`src/rtl/result_unloader.sv`:
```
// result_unloader: drains the 18-bit result memory (mat3) after the MAC loop.
// Every entry is read once through the synchronous mat3 read port, captured
// into a hold register and streamed as three DATA_WIDTH-bit bytes, low byte
// first, on a valid/ready interface.
module result_unloader #(
   parameter int DATA_WIDTH = 8,
   parameter int RES_WIDTH  = 18,
   parameter int ROWS       = 8,
   parameter int COLS       = 8,
   parameter int ADDR_WIDTH = 16
) (
   input  logic                  clk,
   input  logic                  rst,
   input  logic                  start,
   output logic                  busy,
   output logic                  done,
   output logic                  m3EN,
   output logic                  m3rEN,
   output logic [ADDR_WIDTH-1:0] addr3,
   input  logic [RES_WIDTH-1:0]  result_in,
   output logic [DATA_WIDTH-1:0] data_out,
   output logic                  out_valid,
   input  logic                  out_ready,
   output logic [1:0]            shift_cnt
);

   // Index of the final entry; reaching it routes the last transfer to DONE.
   localparam logic [ADDR_WIDTH-1:0] LAST_ELEM = ADDR_WIDTH'(ROWS * COLS - 1);
   // Width of the top partial byte (2 bits for the default 8/18 sizing).
   localparam int TOP_WIDTH = RES_WIDTH - 2 * DATA_WIDTH;

   typedef enum logic [2:0] {
      IDLE = 3'd0,
      READ = 3'd1,
      CAPT = 3'd2,
      SEND = 3'd3,
      DONE = 3'd4
   } state_t;

   state_t                  state;
   state_t                  state_next;
   logic [ADDR_WIDTH-1:0]   elem_idx;
   logic [1:0]              byte_idx;
   logic [RES_WIDTH-1:0]    hold;
   logic                    xfer;
   logic                    last_byte;
   logic                    last_elem;

   assign xfer      = (state == SEND) && out_ready;
   assign last_byte = (byte_idx == 2'd2);
   assign last_elem = (elem_idx == LAST_ELEM);

   // State register.
   always_ff @(posedge clk or negedge rst) begin
      if (!rst) begin
         state <= IDLE;
      end else begin
         state <= state_next;
      end
   end

   // Next-state logic; a pending byte keeps the FSM in SEND until accepted.
   always_comb begin
      state_next = state;
      case (state)
         IDLE: if (start) state_next = READ;
         READ: state_next = CAPT;
         CAPT: state_next = SEND;
         SEND: begin
            if (xfer && last_byte) begin
               state_next = last_elem ? DONE : READ;
            end
         end
         DONE: state_next = IDLE;
         default: state_next = IDLE;
      endcase
   end

   // Element/byte counters and the hold register that keeps the word stable
   // for all three byte transfers.
   always_ff @(posedge clk or negedge rst) begin
      if (!rst) begin
         elem_idx <= '0;
         byte_idx <= '0;
         hold     <= '0;
      end else begin
         case (state)
            IDLE: begin
               if (start) begin
                  elem_idx <= '0;
                  byte_idx <= '0;
               end
            end
            CAPT: hold <= result_in;
            SEND: begin
               if (xfer) begin
                  if (!last_byte) begin
                     byte_idx <= byte_idx + 2'd1;
                  end else begin
                     byte_idx <= '0;
                     // The final element never advances: the counter stays in range.
                     if (!last_elem) elem_idx <= elem_idx + 1'b1;
                  end
               end
            end
            default: ;
         endcase
      end
   end

   // Output decode: RAM controls only in READ, byte lane select only in SEND.
   always_comb begin
      busy      = (state != IDLE);
      done      = (state == DONE);
      m3EN      = (state == READ);
      m3rEN     = (state == READ);
      out_valid = (state == SEND);
      addr3     = elem_idx;
      shift_cnt = byte_idx;
      data_out  = '0;
      if (state == SEND) begin
         case (byte_idx)
            2'd0:    data_out = hold[DATA_WIDTH-1:0];
            2'd1:    data_out = hold[2*DATA_WIDTH-1:DATA_WIDTH];
            default: data_out = {{(DATA_WIDTH-TOP_WIDTH){1'b0}},
                                 hold[RES_WIDTH-1:2*DATA_WIDTH]};
         endcase
      end
   end

endmodule

```
`config.mk`:
```
export PLATFORM = sky130hd
export DESIGN_NAME = result_unloader
export DESIGN_NICKNAME = d
export VERILOG_FILES = /design/src/rtl/result_unloader.sv
export SDC_FILE = /design/constraint.sdc
export NUM_CORES = 1
export LEC_CHECK = 0
export CORE_MARGIN = 8
export CORE_UTILIZATION = 55
export CTS_BUF_LIST = sky130_fd_sc_hd__clkbuf_16
export DETAILED_ROUTE_END_ITERATION = 10
export DONT_BUFFER_PORTS = 1
export MAX_ROUTING_LAYER = met4
export PLACE_DENSITY = 0.78
export SYNTH_ARGS = -nofsm -noshare
export SYNTH_HDL_FRONTEND = slang
export SYNTH_SLANG_ARGS = --single-unit
export TNS_END_PERCENT = 20
```
`constraint.sdc`:
```
create_clock -name clk -period 1.9 [get_ports clk]
set_input_delay 0.285 -clock clk [delete_from_list [all_inputs] [get_ports clk]]
set_output_delay 0.285 -clock clk [all_outputs]
set_load 0.01 [all_outputs]
```
==> impl_metrics.env <==
export IMPL_finalClockSkew_ps=3.883
export IMPL_fin_cells=259
export IMPL_p_sw_frac=0.3497
export IMPL_grt_pass1_vias=1690
export IMPL_multi_input_area_mm2=0.001041
export IMPL_ys_warn_count=0
export IMPL_synth_ff_type="dfrtp_1"
export IMPL_numPortBuffers=0
export IMPL_clk_pin_slew_ps=60
export IMPL_io_pins=53
export IMPL_synth_compound_area_frac=0.1247
export IMPL_cts_tree="done"
export IMPL_final_antenna_net_count=0
export IMPL_worstSetupPathType="flip-flop to output pin"
export IMPL_grt_antenna_before_repair=0
export IMPL_synth_top_cells_by_area="dfrtp_1 46%, mux2_2 10%, mux2i_1 5.2%, a31oi_1 4.4%, nor2_1 2.8%"
export IMPL_first_pass_iters=4
export IMPL_dr_total_vias=1659
export IMPL_internal_power_uw=2243
export IMPL_synthArstFlopShare=1.000
export IMPL_slew_headroom=0.6662
export IMPL_synth_edff_count=0
export IMPL_p_clk_frac=0.271
export IMPL_die_w_um=78.04
export IMPL_cts_sinks=39
export IMPL_seqCellArea_um2=979.7
export IMPL_nNetsFinal=233
export IMPL_arrival_ps=1570
export IMPL_p_seq_frac=0.386
export IMPL_core_area_mm2=0.003689
export IMPL_cp_end_kind="output pin"
export IMPL_wl_per_cell_um=19.92
export IMPL_synth_top_area_share=0.4610
export IMPL_place_ws_ps=49.96
export IMPL_finalCritPeriodShare=0.9760
export IMPL_p_sw_uw=1206
export IMPL_ys_seq_area_frac=0.4610
export IMPL_htreeDepth=2
export IMPL_start_kind="flip-flop"
export IMPL_drv_cap=0
export IMPL_dieArea_mm2=0.006090
export IMPL_dp_cells=249
export IMPL_initial_utilization=0.5739
export IMPL_grt_usage=0.1719
export IMPL_p_leak_uw=0.001059
export IMPL_num_rows=22
export IMPL_setup_violations=0
export IMPL_grt_max_degree=40
export IMPL_gp_congestion=0.8607
export IMPL_ys_ff_latch=39
export IMPL_syn_area_per_cell_um2=10.80
export IMPL_final_max_slew_viol_count=0
export IMPL_drc_errors=0
export IMPL_insertion_delay_ps=280
export IMPL_setup_tns_ps=0
export IMPL_drive_above_1_share=0.2891
export IMPL_synth_distinct_cells=46
export IMPL_synth_xor_area_frac=0
export IMPL_post_synth_top_count_cell="dfrtp_1"
export IMPL_synthesis_area_mm2=0.002117
export IMPL_cts_root_buf="clkbuf_16"
export IMPL_synthMuxAreaShare=0.1531
export IMPL_syn_num_nets=219
export IMPL_min_delay_path_class="input port to flip-flop"
export IMPL_synthSimpleGateAreaFrac=0.2009
export IMPL_fin_crit_ps=1854
export IMPL_hpwl_um=3713
export IMPL_grt_first_pass_wirelength_um=8266
export IMPL_power_frac_comb=0.343
export IMPL_wirelength_um=5159
export IMPL_viasPerCell=6.405
export IMPL_fin_util=0.6554
export IMPL_totalPowerFinal_uw=3450
export IMPL_status="finished, final reports clean"
export IMPL_dr_first_iter_drc_count=177
export IMPL_ir_worst_vdd_mv=0.9105
export IMPL_clk_path_buf_depth=2
export IMPL_hold_viol=0
export IMPL_ys_top_cells_by_count="39 x dfrtp_1, 19 x mux2_2, 16 x nor2_1"
export IMPL_worstMarginPinSlew_ps=496.2
export IMPL_post_cts_buffers=0
export IMPL_path_max_fanout=10
export IMPL_setup_slack_ps=45.52
export IMPL_synth_adder_area_share=0.005910
export IMPL_fillers=290
export IMPL_syn_instance_count=196
export IMPL_synth_area_leader_cell="dfrtp_1"
export IMPL_required_ps=1620
export IMPL_max_freq_mhz=539.2
export IMPL_rsz0062_at_grt="yes"
export IMPL_area_delta_synth_final_pct=14.18
export IMPL_power_density_mw_per_mm2=1427
export IMPL_insertedDiodeCount=0
export IMPL_die_h_um=78.04
export IMPL_grt_overflow=0
export IMPL_cts_buffers=5
export IMPL_synth_top_family_by_area="simple AND/OR/NAND/NOR gates"
worst paths after layout:
kind                            depth (start not counted)  slack [ps]      start     endpoint
worst max-delay path                                    4          50   state[2]  data_out[7]
worst min-delay path                                    1         140  out_ready     state[1]
worst max register to register                          4         140   addr3[2]    addr3[13]
worst min register to register                          1         510    hold[7]      hold[7]
max in group asynchronous                               2        1220        rst     state[0]
min in group asynchronous                               2         470        rst     addr3[4]
power by group through the flow:
stage	Clock (uW)	Sequential (uW)	Combinational [uW]
2_1_floorplan	0	1280	958
3_3_place_gp	0	1320	1090
3_5_place_dp	0	1350	1150
4_1_cts	938	1340	1180
5_1_grt	966	1370	1290
6_report	934	1330	1180
final cells by class:
class | count | area share
timing repair buffer | 19 | 0.06522
inverter | 4 | 0.006211
sequential | 39 | 0.4053
clock buffer | 5 | 0.05176
tap | 48 | 0.02484
clock inverter | 3 | 0.01605
multi-input combinational | 141 | 0.4306
worst max-delay path, stage by stage (launching register included):
cell	delay (ps)
dfrtp_2	480
nand3b_4	260
inv_2	90
nand2b_1	180
nor2_1	280
registers in the layout (all words and copies together), names as in the netlist:
signal,count
addr3,16
hold,18
shift_cnt,2
state,3
routing by layer:
metal  vias to the layer above  wire length (um)  part of all wire  global-route usage
met4                         0               134             0.026             0.08148
met3                        17               467             0.091             0.06264
li1                        757                 -                 -                   -
met2                        78              2467              0.48              0.2626
met1                       807              2089              0.40              0.1968
met5                         -                 0                 0                   -
timing repair:
item | CTS | global route
endpoints found under the hold margin | 39 | 0
gates resized for setup | 1 | 4
endpoints found under the setup margin | 6 | 17
hold buffers | 2 | 0
cell families (layout without fill, tap and decap cells):
| kind of cell | count (synthesis) | count (layout) |
|---|---|---|
| and+or+nand+nor | 69 | 69 |
| buffers and inverters | 16 | 31 |
| DFF | 39 | 39 |
| muxes | 30 | 30 |
| AOI/OAI and AO/OA | 41 | 41 |
| adders and majority gates | 1 | 1 |
layout by cell type (no fill, tap or decap), types with 2 or more instances in the layout:
cell type / count
mux2i_1: 11
and4_1: 2
a31oi_1: 15
dfrtp_2: 3
dfrtp_1: 36
o21ai_0: 7
a21oi_1: 5
mux2_2: 19
nor2_2: 2
nand3_1: 10
nand4_1: 3
and4b_2: 2
nand2b_1: 5
nor2_1: 15
buf_4: 17
o21ai_1: 2
nand2_1: 8
inv_1: 3
nor3_1: 4
clkbuf_16: 5
nor4_1: 3
a41oi_1: 5
a21o_1: 3
metrics by stage:
| step | hold slack, ps | area [um2] |
|---|---|---|
| floorplan | -10.59 | 2117 |
| global placement | -9.351 | 2210 |
| detailed placement | -9.463 | 2210 |
| CTS | 142.5 | 2405 |
| global route | 149.3 | 2417 |
| finish | 141.2 | 2417 |
Power figures use the tool's default switching activity.
